`src/rtl/fir_pkg.sv`:
```
// Shared constants and rounding/saturation helpers for the fir_filter family.
// Helpers work at a wide internal width, so callers only narrow the final result.
package fir_pkg;

    localparam int FIR_DATA_WIDTH  = 8;
    localparam int FIR_COEFF_WIDTH = 8;
    localparam int FIR_TAPS        = 8;
    localparam int FIR_IN_WIDTH    = FIR_DATA_WIDTH + FIR_COEFF_WIDTH + 2;
    localparam int CALC_WIDTH      = 64;

    function automatic logic signed [CALC_WIDTH-1:0] fir_max(input int out_width);
        return (CALC_WIDTH'(1) <<< (out_width - 1)) - CALC_WIDTH'(1);
    endfunction

    function automatic logic signed [CALC_WIDTH-1:0] fir_min(input int out_width);
        return -(CALC_WIDTH'(1) <<< (out_width - 1));
    endfunction

    // Round half toward +inf; the wide add cannot wrap for any legal input width.
    function automatic logic signed [CALC_WIDTH-1:0] fir_round(
        input logic signed [CALC_WIDTH-1:0] y,
        input int                           shift
    );
        logic signed [CALC_WIDTH-1:0] half;
        half = CALC_WIDTH'(1) <<< (shift - 1);
        return (y + half) >>> shift;
    endfunction

    function automatic logic fir_is_clipped(
        input logic signed [CALC_WIDTH-1:0] y,
        input int                           shift,
        input int                           out_width
    );
        logic signed [CALC_WIDTH-1:0] t;
        t = fir_round(y, shift);
        return (t > fir_max(out_width)) || (t < fir_min(out_width));
    endfunction

    function automatic logic signed [CALC_WIDTH-1:0] fir_round_sat(
        input logic signed [CALC_WIDTH-1:0] y,
        input int                           shift,
        input int                           out_width
    );
        logic signed [CALC_WIDTH-1:0] t;
        t = fir_round(y, shift);
        if (t > fir_max(out_width)) begin
            t = fir_max(out_width);
        end else if (t < fir_min(out_width)) begin
            t = fir_min(out_width);
        end
        return t;
    endfunction

endpackage

```
`src/rtl/fir_sync_fifo.sv`:
```
// Single-clock first-word-fall-through FIFO; a push into a full FIFO is accepted
// only when a pop happens in the same cycle.
module fir_sync_fifo #(
    parameter int WIDTH = 8,
    parameter int DEPTH = 8
) (
    input  logic                     clk,
    input  logic                     rst,
    input  logic                     push,
    input  logic                     pop,
    input  logic [WIDTH-1:0]         wr_data,
    output logic [WIDTH-1:0]         rd_data,
    output logic                     full,
    output logic                     empty,
    output logic [$clog2(DEPTH):0]   count
);

    localparam int AW = $clog2(DEPTH);

    logic [WIDTH-1:0] mem_q [DEPTH];
    logic [AW-1:0]    wr_ptr_q, wr_ptr_d;
    logic [AW-1:0]    rd_ptr_q, rd_ptr_d;
    logic [AW:0]      count_q, count_d;
    logic             do_push, do_pop;

    always_comb begin
        do_pop   = pop & ~empty;
        do_push  = push & (~full | do_pop);
        wr_ptr_d = do_push ? wr_ptr_q + AW'(1) : wr_ptr_q;
        rd_ptr_d = do_pop ? rd_ptr_q + AW'(1) : rd_ptr_q;
        count_d  = count_q;
        case ({do_push, do_pop})
            2'b10:   count_d = count_q + (AW+1)'(1);
            2'b01:   count_d = count_q - (AW+1)'(1);
            default: count_d = count_q;
        endcase
    end

    always_ff @(posedge clk or negedge rst) begin
        if (!rst) begin
            wr_ptr_q <= '0;
            rd_ptr_q <= '0;
            count_q  <= '0;
        end else begin
            wr_ptr_q <= wr_ptr_d;
            rd_ptr_q <= rd_ptr_d;
            count_q  <= count_d;
        end
    end

    always_ff @(posedge clk) begin
        if (do_push) begin
            mem_q[wr_ptr_q] <= wr_data;
        end
    end

    // Head is forced to zero while empty so stale or uninitialised memory never shows.
    assign rd_data = empty ? '0 : mem_q[rd_ptr_q];
    assign full    = (count_q == (AW+1)'(DEPTH));
    assign empty   = (count_q == '0);
    assign count   = count_q;

endmodule

```
`src/rtl/fir_out_buffer.sv`:
```
// Output stage of fir_filter: round/saturate the wide result to sample width,
// then buffer it in a FWFT FIFO drained with valid/ready.
module fir_out_buffer
    import fir_pkg::*;
#(
    parameter int DATA_WIDTH  = FIR_DATA_WIDTH,
    parameter int COEFF_WIDTH = FIR_COEFF_WIDTH,
    parameter int IN_WIDTH    = DATA_WIDTH + COEFF_WIDTH + 2,
    parameter int SHIFT       = 7,
    parameter int DEPTH       = 8
) (
    input  logic                         clk,
    input  logic                         rst,
    input  logic signed [IN_WIDTH-1:0]   y_in,
    input  logic                         y_valid,
    output logic signed [DATA_WIDTH-1:0] m_data,
    output logic                         m_valid,
    input  logic                         m_ready,
    output logic                         sat_flag,
    output logic                         overflow,
    input  logic                         clr_ovf,
    output logic [$clog2(DEPTH):0]       count
);

    logic                  s1_valid_q, s1_valid_d;
    logic [DATA_WIDTH-1:0] s1_data_q, s1_data_d;
    logic                  sat_q, sat_d;
    logic                  ovf_q, ovf_d;
    logic                  fifo_full, fifo_empty;
    logic                  m_pop, drop;
    logic [DATA_WIDTH-1:0] fifo_rd_data;

    always_comb begin
        s1_valid_d = y_valid;
        s1_data_d  = s1_data_q;
        sat_d      = 1'b0;
        if (y_valid) begin
            s1_data_d = DATA_WIDTH'(fir_round_sat(CALC_WIDTH'(y_in), SHIFT, DATA_WIDTH));
            sat_d     = fir_is_clipped(CALC_WIDTH'(y_in), SHIFT, DATA_WIDTH);
        end
    end

    // A fresh drop takes priority over a clear requested in the same cycle.
    always_comb begin
        m_pop = ~fifo_empty & m_ready;
        drop  = s1_valid_q & fifo_full & ~m_pop;
        ovf_d = ovf_q;
        if (drop) begin
            ovf_d = 1'b1;
        end else if (clr_ovf) begin
            ovf_d = 1'b0;
        end
    end

    always_ff @(posedge clk or negedge rst) begin
        if (!rst) begin
            s1_valid_q <= 1'b0;
            s1_data_q  <= '0;
            sat_q      <= 1'b0;
            ovf_q      <= 1'b0;
        end else begin
            s1_valid_q <= s1_valid_d;
            s1_data_q  <= s1_data_d;
            sat_q      <= sat_d;
            ovf_q      <= ovf_d;
        end
    end

    fir_sync_fifo #(
        .WIDTH (DATA_WIDTH),
        .DEPTH (DEPTH)
    ) u_fifo (
        .clk     (clk),
        .rst     (rst),
        .push    (s1_valid_q),
        .pop     (m_pop),
        .wr_data (s1_data_q),
        .rd_data (fifo_rd_data),
        .full    (fifo_full),
        .empty   (fifo_empty),
        .count   (count)
    );

    assign m_data   = fifo_rd_data;
    assign m_valid  = ~fifo_empty;
    assign sat_flag = sat_q;
    assign overflow = ovf_q;

endmodule

```
`config.mk`:
```
export PLATFORM = sky130hd
export DESIGN_NAME = fir_out_buffer
export DESIGN_NICKNAME = d
export VERILOG_FILES = /design/src/rtl/fir_pkg.sv /design/src/rtl/fir_sync_fifo.sv /design/src/rtl/fir_out_buffer.sv
export SDC_FILE = /design/constraint.sdc
export NUM_CORES = 1
export LEC_CHECK = 0
export ABC_CLOCK_PERIOD_IN_PS = 7600
export CAP_MARGIN = 20
export CELL_PAD_IN_SITES_DETAIL_PLACEMENT = 1
export CELL_PAD_IN_SITES_GLOBAL_PLACEMENT = 1
export CORE_UTILIZATION = 40
export CTS_BUF_LIST = sky130_fd_sc_hd__clkbuf_4
export CTS_CLUSTER_SIZE = 14
export DETAILED_ROUTE_END_ITERATION = 8
export DONT_BUFFER_PORTS = 1
export GPL_ROUTABILITY_DRIVEN = 1
export PLACE_DENSITY_LB_ADDON = 0.1
export SKIP_CTS_REPAIR_TIMING = 1
export SLEW_MARGIN = 20
export SYNTH_ARGS = -nofsm -noshare
export SYNTH_HDL_FRONTEND = slang
export SYNTH_HIERARCHICAL = 1
export SYNTH_SLANG_ARGS = --single-unit
```
`constraint.sdc`:
```
create_clock -name clk -period 7.6 [get_ports clk]
set_clock_uncertainty 0.2 [all_clocks]
set_input_delay 1.14 -clock clk [delete_from_list [all_inputs] [get_ports clk]]
set_output_delay 1.14 -clock clk [all_outputs]
set_load 0.02 [all_outputs]
```
== Word-level counts from Yosys, hierarchy flattened ==
Memories as Yosys holds them, arrays and structs flattened.
Index checks and enable logic that the tools add are counted.
Word-level totals
  register bits: 21
  latch bits: 0
  bits in writable memories: 64
  memory bits (read-only): 0
  input port bits: 23
  output and inout port bits: 15
  logic and storage cells: 40
  memories kept: 1
Memories
  u_fifo.mem_q: depth 8, width 8, rd ports 1, clocked after Yosys merged registers in 0, wr ports 1, line fir_sync_fifo.sv:20  | logic [WIDTH-1:0] mem_q [DEPTH];
Cells by class
  add/sub/neg operators: 5
  multiply operators: 0
  div/mod/pow operators: 0
  order comparisons: 2
  equal/unequal tests: 3
  shift-type cells: 0
  multiplexer cells: 9
  bitwise gates (word level): 9
  reduce and logical (&&, ||, !) cells: 4
Operator list (number)
  8-bit 2-to-1 mux: 3
  18-bit by 8-bit adder with 19-bit output, second input constant: 1
  12-bit by 8-bit > comparator with 1-bit output, second input constant: 1
  12-bit by 8-bit less-than comparator with 1-bit output, second input constant: 1
  4-bit case mux with 2 select lines: 1
  3-bit by 1-bit adder with 3-bit output, second input constant: 2
  1-bit AND: 5
  1-bit 2-to-1 mux: 5
  4-bit by 1-bit adder with 4-bit output, second input constant: 1
  4-bit equality test, second input constant: 1
  4-bit logical NOT: 1
  2-bit nonzero test: 2
  4-bit by 1-bit subtractor with 4-bit output, second input constant: 1
  1-bit inverter: 3
  2-bit by 1-bit equality test with 1-bit output, second input constant: 1
  2-bit equality test, second input constant: 1
  1-bit logical OR: 1
  1-bit OR: 1

== Depth between registers and ports, before layout ==
Gate-level depths: netlist of run 1.
  depth in word-level cells: 8
  depth in mapped cells: 12
  mapped depth without buffers: 11

== By module ==
Netlist of run 1, hierarchy kept.
By module, submodules not included
  fir_sync_fifo: instances 1, cells an instance 160, area an instance 3055.4 µm², seq. area each 2172.1 µm²
  fir_out_buffer: instances 1, cells an instance 82, area an instance 733.2 µm², seq. area each 275.3 µm²

== Least setup slack after synthesis of run 1 ==
No wires, ideal clock.
  path kind: input port to flip-flop
  from: in m_ready
  to: mem u_fifo.mem_q[0][0], enable pin
  library setup time: 395 ps
  data arrival time: 2411 ps
  data required time: 7005 ps
  setup slack: 4594 ps
  cell stages on the path: 4
  path buffers: 0
  cell sequence: nor2b_1 o21a_4 inv_6 nor4_1
On the way
  longest elaborated chain between the ends: 6
Ends and longest elaborated chain
  start, declared: line fir_out_buffer.sv:18  | input logic m_ready,
  1-bit AND: line fir_out_buffer.sv:45  | m_pop = ~fifo_empty & m_ready;
  1-bit AND: line fir_sync_fifo.sv:27  | do_pop = pop & ~empty;
  1-bit OR: line fir_sync_fifo.sv:28  | do_push = push & (~full | do_pop);
  1-bit AND: line fir_sync_fifo.sv:28
  1-bit 2-to-1 mux: line fir_sync_fifo.sv:52  | if (do_push) begin
  1-bit 2-to-1 mux (implied by the code): line fir_sync_fifo.sv:53  | mem_q[wr_ptr_q] <= wr_data;
  end, declared: line fir_sync_fifo.sv:20
No other way between the ends.

== Worst setup path in the final report of run 1 ==
  from: reg u_fifo.count_q[1], in the netlist u_fifo/count[1]
  to: out m_data[1]
On the way
  longest elaborated chain between the ends: 2
Ends and longest elaborated chain
  start, declared: line fir_sync_fifo.sv:23  | logic [AW:0] count_q, count_d;
  start signal, assigned: line fir_sync_fifo.sv:47  | count_q <= count_d;
  4-bit logical NOT: line fir_sync_fifo.sv:60  | assign empty = (count_q == '0);
  net fifo_empty: line fir_out_buffer.sv:29  | logic fifo_full, fifo_empty;
  8-bit 2-to-1 mux: line fir_sync_fifo.sv:58  | assign rd_data = empty ? '0 : mem_q[rd_ptr_q];
  end, declared: line fir_out_buffer.sv:16  | output logic signed [DATA_WIDTH-1:0] m_data,
The timed path passes the listed nets, and every way through them passes these cells.

==> impl_results.md, run 1 <==
- Clock latency on the worst-skew pair: 0.41 ns
- FF/Latch Area: 2447 sq um
- Slew @ Worst Pin: approximately 1.0 ns
- Die width: slightly below 100 microns
- Int Pwr: 921.2 uW
- Vias per inst: about 5.4
- Site Rows: 35
- Residual DRC count: 0
- Psw: between 400 and 500 uW
- Finish-stage setup viols: 0
- Ant. Diodes: 0
- Flop pwr share: between 50% and 60%
- Period Utilization, post-route: between 40% and 50%
- Seq cells post-synth: 85
- Max cap viols: 0
- Finished Layout Cells: between 300 and 400
- Post-Synthesis Net Count: 271
- Synth Area in XOR/XNOR: roughly 4.1%
- Hold Vio Cnt, Final: 0
- Unrepaired setup endpoints after global routing: false
- I/O Buffers: 0
- Vias post-DR: a little under 2000
- FFs w/ async S/R, synth: 24.71%
- Fin Setup TNS: 0 ns
- Chip height: between 90 and 100 microns
- Clock Sinks: 85
- Multi-input gate area: 1289 sq um
- Peak supply drop: between 0.00015 and 0.0002 V
- Tmin final: roughly 3.5 ns
- Largest family of logic cells by synthesized area: multiplexers
- Post-DP HPWL: roughly 4700 microns
- Initial antenna violation count: 0
- Complex-gate fraction of the synthesized area: 4.326%
- Critical path arrival: around 2.1 ns
- Total grt overflow: 0
- Max FO, Critical Path: 11
- Status: complete, no violations
- Starting Density: 41.20%
- Layout area overhead: 7.761%
- Avg Cell Area, Syn: around 16 sq um
- Drt pass-1 iters: 4
- Max Slew Vio Count: 0
- Routed len/inst: 20.04 microns
- Adder-cell share of the synthesized area: 1.982%
- Sequential area share after synthesis: ~65%
- Crit-path max cell delay: 0.84 ns
- Place WS: between 4 and 5 ns
- GPL Wtd Cong: 0.6593
- Layout cells sized above 1: 21.43%
- Total core area: 9196 sq um
- P per Cell Area: ~350 nW/um^2
- Mapped Area: approximately 3800 sq um
- DIE AREA: roughly 10000 sq um
- Simple-Gate Fraction of Synth Area: about a tenth
- Routed Antenna Nets: 0
- Worst reg2reg path depth: 11
- Fin nets: 276
- Post-synthesis mux area share: between 10 and 15%
- Max Clk Rate: ~290 MHz
- Synth top area cells: edfxtp_1 51%, dfrtp_1 14%, mux4_2 9.5%
- Detailed-route wire length: 7274 microns
- Pin count of the biggest net entering global routing: 22
- Vias in the first global route: ~2200
- Filler Cells Inserted: roughly 930
- TritonCTS buffer count: 9
- Ys Warns: 6
- Main synth FF type: edfxtp_1
- Clock transition at path regs: 0.14 ns
- Dpl cells: 347
- Sw frac: between 30% and 40%
- Critical Path RT: about 6.3 ns
- Startpoint Class: register
- Ports: 38
- Logic pwr share: between 20 and 30%
- Critical setup path kind: register to output pin
- Initial drt markers: between 40 and 50
- Global Route Usage Sum: between 10% and 20%
- Synth unique cells: 48
- Share of the synthesized area in the top cell type: around half
- Setup slack, reg-to-reg: between 4 and 5 ns
- H-tree Lvls: 3
- Final core occ: 44.39%
- CP max-delay cell: nor4_4
- Clk root buf: clkbuf_4
- Largest area contributor in the netlist: edfxtp_1
- Crit-path cells: nor4_4 > nor2_1
- Worst setup EP type: output pin
- Clock network power share: a little over a fifth
- Rel. slew slack: roughly 32%
- Syn Inst Count: approximately 240
- Clock tree buffer depth: 2
- Worst min path class: input pin to async pin
- First-pass GRT wire length: between 10000 and 15000 microns
- Post-synth EDFFs: 64
- Setup ws final: ~4.1 ns
- CTS tree: yes
- P_leak: ~0.0014 uW
==> power by group through the flow <==
stage,Clock [uW],Combinational (uW),Sequential (uW)
4_1_cts,307,426,715
6_report,295,416,710
2_1_floorplan,0,389,663
5_1_grt,323,462,725
3_5_place_dp,0,425,725
3_3_place_gp,0,420,722
==> critical path, delay by kind of cell, from the launching register on <==
family / cells / cell delay (ns)
DFF: 1 / 0.57
and+or+nand+nor: 2 / 1.14
==> state kept, by name, indices dropped and copies added, names as in the netlist <==
register,count
u_fifo/count,4
u_fifo/mem_q,64
overflow,1
sat_flag,1
u_fifo/wr_ptr_q,3
s1_valid_q,1
u_fifo/rd_ptr_q,3
s1_data_q,8
==> kinds of logic after synthesis <==
logic type	after synthesis
buffers and inverters	13
xor gates and xnor gates	17
muxes	27
AOI/OAI and AO/OA	24
DFF	85
adders and majority gates	6
and+or+nand+nor	70
==> layout by cell type (no fill, tap or decap), types with 4 or more instances in the layout <==
cell type | Yosys | final
a21oi_1 | 8 | 8
clkbuf_4 | 0 | 10
dfrtp_1 | 21 | 21
edfxtp_1 | 64 | 64
ha_1 | 6 | 6
inv_1 | 4 | 4
mux2i_1 | 9 | 9
mux4_2 | 16 | 16
nand2_1 | 9 | 9
nand2b_1 | 4 | 4
nand3_1 | 7 | 7
nor2_1 | 20 | 20
nor3_2 | 0 | 4
o21ai_0 | 7 | 7
xnor2_1 | 10 | 10
xor2_1 | 6 | 6
==> final timing paths <==
kind	start	to
max in group asynchronous	rst	s1_data_q[4]$_DFFE_PN0P_
setup reg to reg	u_fifo/count[1]$_DFFE_PN0P_	u_fifo/count[2]$_DFFE_PN0P_
setup / recovery	u_fifo/count[1]$_DFFE_PN0P_	m_data[1]
hold / removal	rst	u_fifo/rd_ptr_q[1]$_DFFE_PN0P_
hold reg to reg	s1_valid_q$_DFF_PN0_	overflow$_DFFE_PN0P_
min in group clk	s1_valid_q$_DFF_PN0_	overflow$_DFFE_PN0P_
==> stage by stage <==
| step | cell area, sq um | total power [uW] | hold WS [ns] |
|---|---|---|---|
| 6_report | 4083 | 1421 | 0.1851 |
| 5_1_grt | 4083 | 1511 | 0.1385 |
| 4_1_cts | 4083 | 1447 | 0.1465 |
| 3_5_place_dp | 3914 | 1150 | 0.3750 |
| 3_3_place_gp | 3914 | 1142 | 0.3642 |
| 2_1_floorplan | 3789 | 1052 | 0.3196 |
==> layer usage <==
| metal | wire length [microns] | track usage, % | part of all wire, % |
|---|---|---|---|
| met2 | 3485 | 26.82 | 48 |
| met1 | 3429 | 21.19 | 47 |
| met4 | 106 | 6.109 | 1.5 |
| met3 | 253 | 4.006 | 3.5 |
| met5 | 0 | 0 | 0 |
==> synthesized netlist by cell type (2+ instances only) <==
| cell | count |
|---|---|
| a21oi_1 | 8 |
| buf_1 | 2 |
| buf_2 | 2 |
| buf_4 | 2 |
| dfrtp_1 | 21 |
| edfxtp_1 | 64 |
| ha_1 | 6 |
| inv_1 | 4 |
| mux2i_1 | 9 |
| mux4_2 | 16 |
| nand2_1 | 9 |
| nand2_2 | 2 |
| nand2b_1 | 4 |
| nand3_1 | 7 |
| nand4_1 | 3 |
| nor2_1 | 20 |
| nor3_1 | 7 |
| nor3b_1 | 2 |
| nor4_1 | 3 |
| nor4b_1 | 2 |
| o21ai_0 | 7 |
| o21ai_1 | 2 |
| xnor2_1 | 10 |
| xor2_1 | 6 |
==> final cells by class <==
| class | instances | area share, % |
|---|---|---|
| clock buffer | 10 | 1.839 |
| timing repair buffer | 2 | 0.3678 |
| sequential | 85 | 59.94 |
| multi-input combinational | 144 | 31.57 |
| tap | 111 | 3.402 |
| clock inverter | 6 | 2.298 |
| inverter | 5 | 0.5823 |
Note: power is estimated with default switching activity, not from simulation.
==> run 2, diff against run 1 <==
--- a/config.mk
+++ b/config.mk
@@ -5,7 +5,7 @@
 export SDC_FILE = /design/constraint.sdc
 export NUM_CORES = 1
 export LEC_CHECK = 0
-export ABC_CLOCK_PERIOD_IN_PS = 7600
+export ABC_CLOCK_PERIOD_IN_PS = 2800
 export CAP_MARGIN = 20
 export CELL_PAD_IN_SITES_DETAIL_PLACEMENT = 1
 export CELL_PAD_IN_SITES_GLOBAL_PLACEMENT = 1
==> constraint.sdc (replaced) <==
create_clock -name clk -period 2.8 [get_ports clk]
set_clock_uncertainty 0.2 [all_clocks]
set_input_delay 0.42 -clock clk [delete_from_list [all_inputs] [get_ports clk]]
set_output_delay 0.42 -clock clk [all_outputs]
set_load 0.02 [all_outputs]
==> run 2 against run 1 <==
The run now ends with negative hold slack left; clock power grew to 2.7 times the previous value; global-route usage is 0.56 points higher; largest power group unchanged; critical path type is now register to register; largest cell class unchanged; count of clock-buffer cells in the layout is 1 lower; routed wire length up 4.3%.
==> impl_results.md, run 2 (synthesized netlist as in run 1, its figures left out) <==
- Status: complete, but fails checks
- Violated checks: negative hold slack
- Filler Cells Inserted: 943 (+1.2%)
- Critical path arrival: 2.76 ns (+0.63 ns)
- CTS tree: yes
- Tmin final: roughly 2.6 ns
- I/O Buffers: 0 (unchanged)
- Hold Vio Cnt, Final: 1 (+1)
- Peak supply drop: 0.0004748 V (+200%)
- GPL Wtd Cong: 0.6813 (+3.3%)
- Drt pass-1 iters: 4 (unchanged)
- Critical Path RT: 2.93 ns (-3.33 ns)
- DIE AREA: 9864 sq um (unchanged)
- Slew @ Worst Pin: 0.6719 ns (-0.3373 ns)
- Residual DRC count: 0 (unchanged)
- Clock latency on the worst-skew pair: 0.43 ns (+0.02 ns)
- Global Route Usage Sum: 16.92% (+0.56 points)
- Total core area: 9196 sq um (unchanged)
- Rel. slew slack: 54.86% (+22 points)
- Max Slew Vio Count: 0 (unchanged)
- Initial antenna violation count: 0 (unchanged)
- Total grt overflow: 0 (unchanged)
- Min-Delay Path Depth: 3
- Finish-stage setup viols: 0 (unchanged)
- Endpoint of the worst-slack reg-to-reg timing path: u_fifo/count[2]$_DFFE_PN0P_
- Startpoint Class: register
- Logic pwr share: 33.3% (+4.0 points)
- Clock network power share: 20.1% (-0.7 points)
- Critical setup path kind: register to register
- Die width: 99.32 microns (unchanged)
- Most frequent cells in the layout: 64 x edfxtp_1, 20 x nor2_1, 19 x dfrtp_1
- Max cap viols: 0 (unchanged)
- Setup slack, reg-to-reg: 0.17 ns (-4.05 ns)
- Int Pwr: 2588 uW (+180%)
- Routed len/inst: 19.85 microns (-0.92%)
- Initial drt markers: 78 (+59%)
- Starting Density: 41.20% (unchanged)
- Clock Sinks: 85 (unchanged)
- Ant. Diodes: 0 (unchanged)
- Fin Setup TNS: 0 ns (unchanged)
- Vias per inst: 5.435 (-0.27%)
- Commonest non-fill, non-tap cell in the layout: edfxtp_1
- Routed Antenna Nets: 0 (unchanged)
- Worst setup EP type: register
- Sw frac: 34.94% (-0.22 points)
- Clock tree buffer depth: 2 (unchanged)
- Final core occ: 46.20% (+1.8 points)
- Unrepaired setup endpoints after global routing: false
- Site Rows: 35 (unchanged)
- Worst Hold End: s1_data_q[3]$_DFFE_PN0P_
- Clk root buf: clkbuf_4
- Ports: 38 (unchanged)
- Register with the most flip-flops: u_fifo/mem_q
- Worst hold slack: -0.007078 ns (-0.1922 ns)
- TritonCTS buffer count: 9 (unchanged)
- Multi-input gate area: 1277 sq um (-0.87%)
- Period Utilization, post-route: between 90% and 100%
- FF/Latch Area: 2450 sq um (+0.10%)
- Chip height: 99.32 microns (unchanged)
- Detailed-route wire length: 7584 microns (+4.3%)
- Max reg flops: 64 (unchanged)
- Fin nets: 295 (+6.9%)
- Reg-to-Reg Start: u_fifo/count[0]$_DFFE_PN0P_
- Critical hold path startpoint: y_in[10]
- H-tree Lvls: 3 (unchanged)
- Flop pwr share: 46.6% (-3.4 points)
- Psw: 1390 uW (+180%)
- Max FO, Critical Path: 8 (-3)
- Worst reg2reg path depth: 10 (-1)
- P_leak: 0.001450 uW (+6.4%)
- Pin count of the biggest net entering global routing: 22 (unchanged)
- Layout area overhead: 12.15%
- First-pass GRT wire length: 12090 microns (+3.1%)
- Vias post-DR: 2076 (+5.0%)
- Clock transition at path regs: 0.14 ns (about the same)
- Max Clk Rate: between 300 and 400 MHz
- Worst min path class: input pin to register
- Post-DP HPWL: 4945 microns (+5.0%)
- Layout cells sized above 1: 24.72% (+3.3 points)
- P per Cell Area: 936.3 nW/um^2 (+170%)
- Vias in the first global route: 2209 (+2.2%)
==> run 2: cell count changes in the layout (fill, tap and decap cells not counted), moves of 2 or more <==
cell | previous run | this run
dfrtp_1 | 21 | 19
buf_4 | 2 | 14
nor3_2 | 4 | 0
dfrtp_2 | 0 | 2
nor3_1 | 3 | 7
dlygate4sd3_1 | 0 | 5
buf_12 | 0 | 2
==> run 2: power groups by stage <==
stage	Combinational [uW]	Sequential, uW	Clock, uW
global placement	1310	1880	0
floorplan	1060	1800	0
detailed placement	1320	1890	0
CTS	1330	1860	818
finish	1320	1850	800
global route	1460	1890	869
==> run 2: worst max path at each step <==
stage                                         startpoint                     endpoint  slack [ns]  depth (start not counted)
after floorplan              u_fifo/count[3]$_DFFE_PN0P_  u_fifo/count[2]$_DFFE_PN0P_       0.009                         11
after global placement       u_fifo/count[1]$_DFFE_PN0P_  u_fifo/count[2]$_DFFE_PN0P_        0.13                         10
after detailed placement     u_fifo/count[1]$_DFFE_PN0P_  u_fifo/count[2]$_DFFE_PN0P_        0.13                         10
after CTS                 u_fifo/rd_ptr_q[1]$_DFFE_PN0P_                    m_data[2]       -0.03                          3
after global routing         u_fifo/count[0]$_DFFE_PN0P_  u_fifo/count[2]$_DFFE_PN0P_        0.01                         10
final                        u_fifo/count[0]$_DFFE_PN0P_  u_fifo/count[2]$_DFFE_PN0P_        0.17                         10
==> run 2: critical path, cell delays in order (launching register included) <==
cell	delay (ns)
dfrtp_2	0.46
or4b_4	0.53
o21a_4	0.24
inv_6	0.09
ha_2	0.24
xor2_1	0.09
ha_1	0.18
a21oi_1	0.14
xor2_1	0.17
nor2_1	0.06
xor2_1	0.14
==> run 2: per-stage QoR <==
step	cells	cell area, sq um	total power [uW]	hold WS (ns)	worst slack (ns)
floorplan	242	3790	2858	-0.07559	0.009315
detailed placement	359	4004	3218	-0.07422	0.1299
global placement	359	4004	3196	-0.07411	0.1273
CTS	375	4168	4010	-0.5803	-0.02500
global route	382	4249	4224	0.01994	0.01187
finish	382	4249	3978	-0.007078	0.1679
==> run 2: final cells by class <==
class                   count  area share, %
clock buffers               9          1.590
clock inverters             7          2.267
inverters                   5         0.5595
multi-input cells         144          30.06
flip-flops and latches     85          57.66
well taps                 111          3.269
repair buffers             21          4.594
==> run 2: routing by layer <==
layer  global-route usage [%]  routed length, microns  up-vias
met5                        0                       0        -
met4                    8.484                     153        0
met3                    3.233                     294       11
met2                    27.08                    3647       51
met1                    22.21                    3490     1042
li1                         -                       -      972
==> run 3, diff against run 2 <==
--- a/config.mk
+++ b/config.mk
@@ -17,7 +17,7 @@
 export GPL_ROUTABILITY_DRIVEN = 1
 export PLACE_DENSITY_LB_ADDON = 0.1
 export SKIP_CTS_REPAIR_TIMING = 1
-export SLEW_MARGIN = 20
+export SLEW_MARGIN = 40
 export SYNTH_ARGS = -nofsm -noshare
 export SYNTH_HDL_FRONTEND = slang
 export SYNTH_HIERARCHICAL = 1
==> results of run 3 <==
No change in the layout: final DEF, timing and power equal those of run 2.
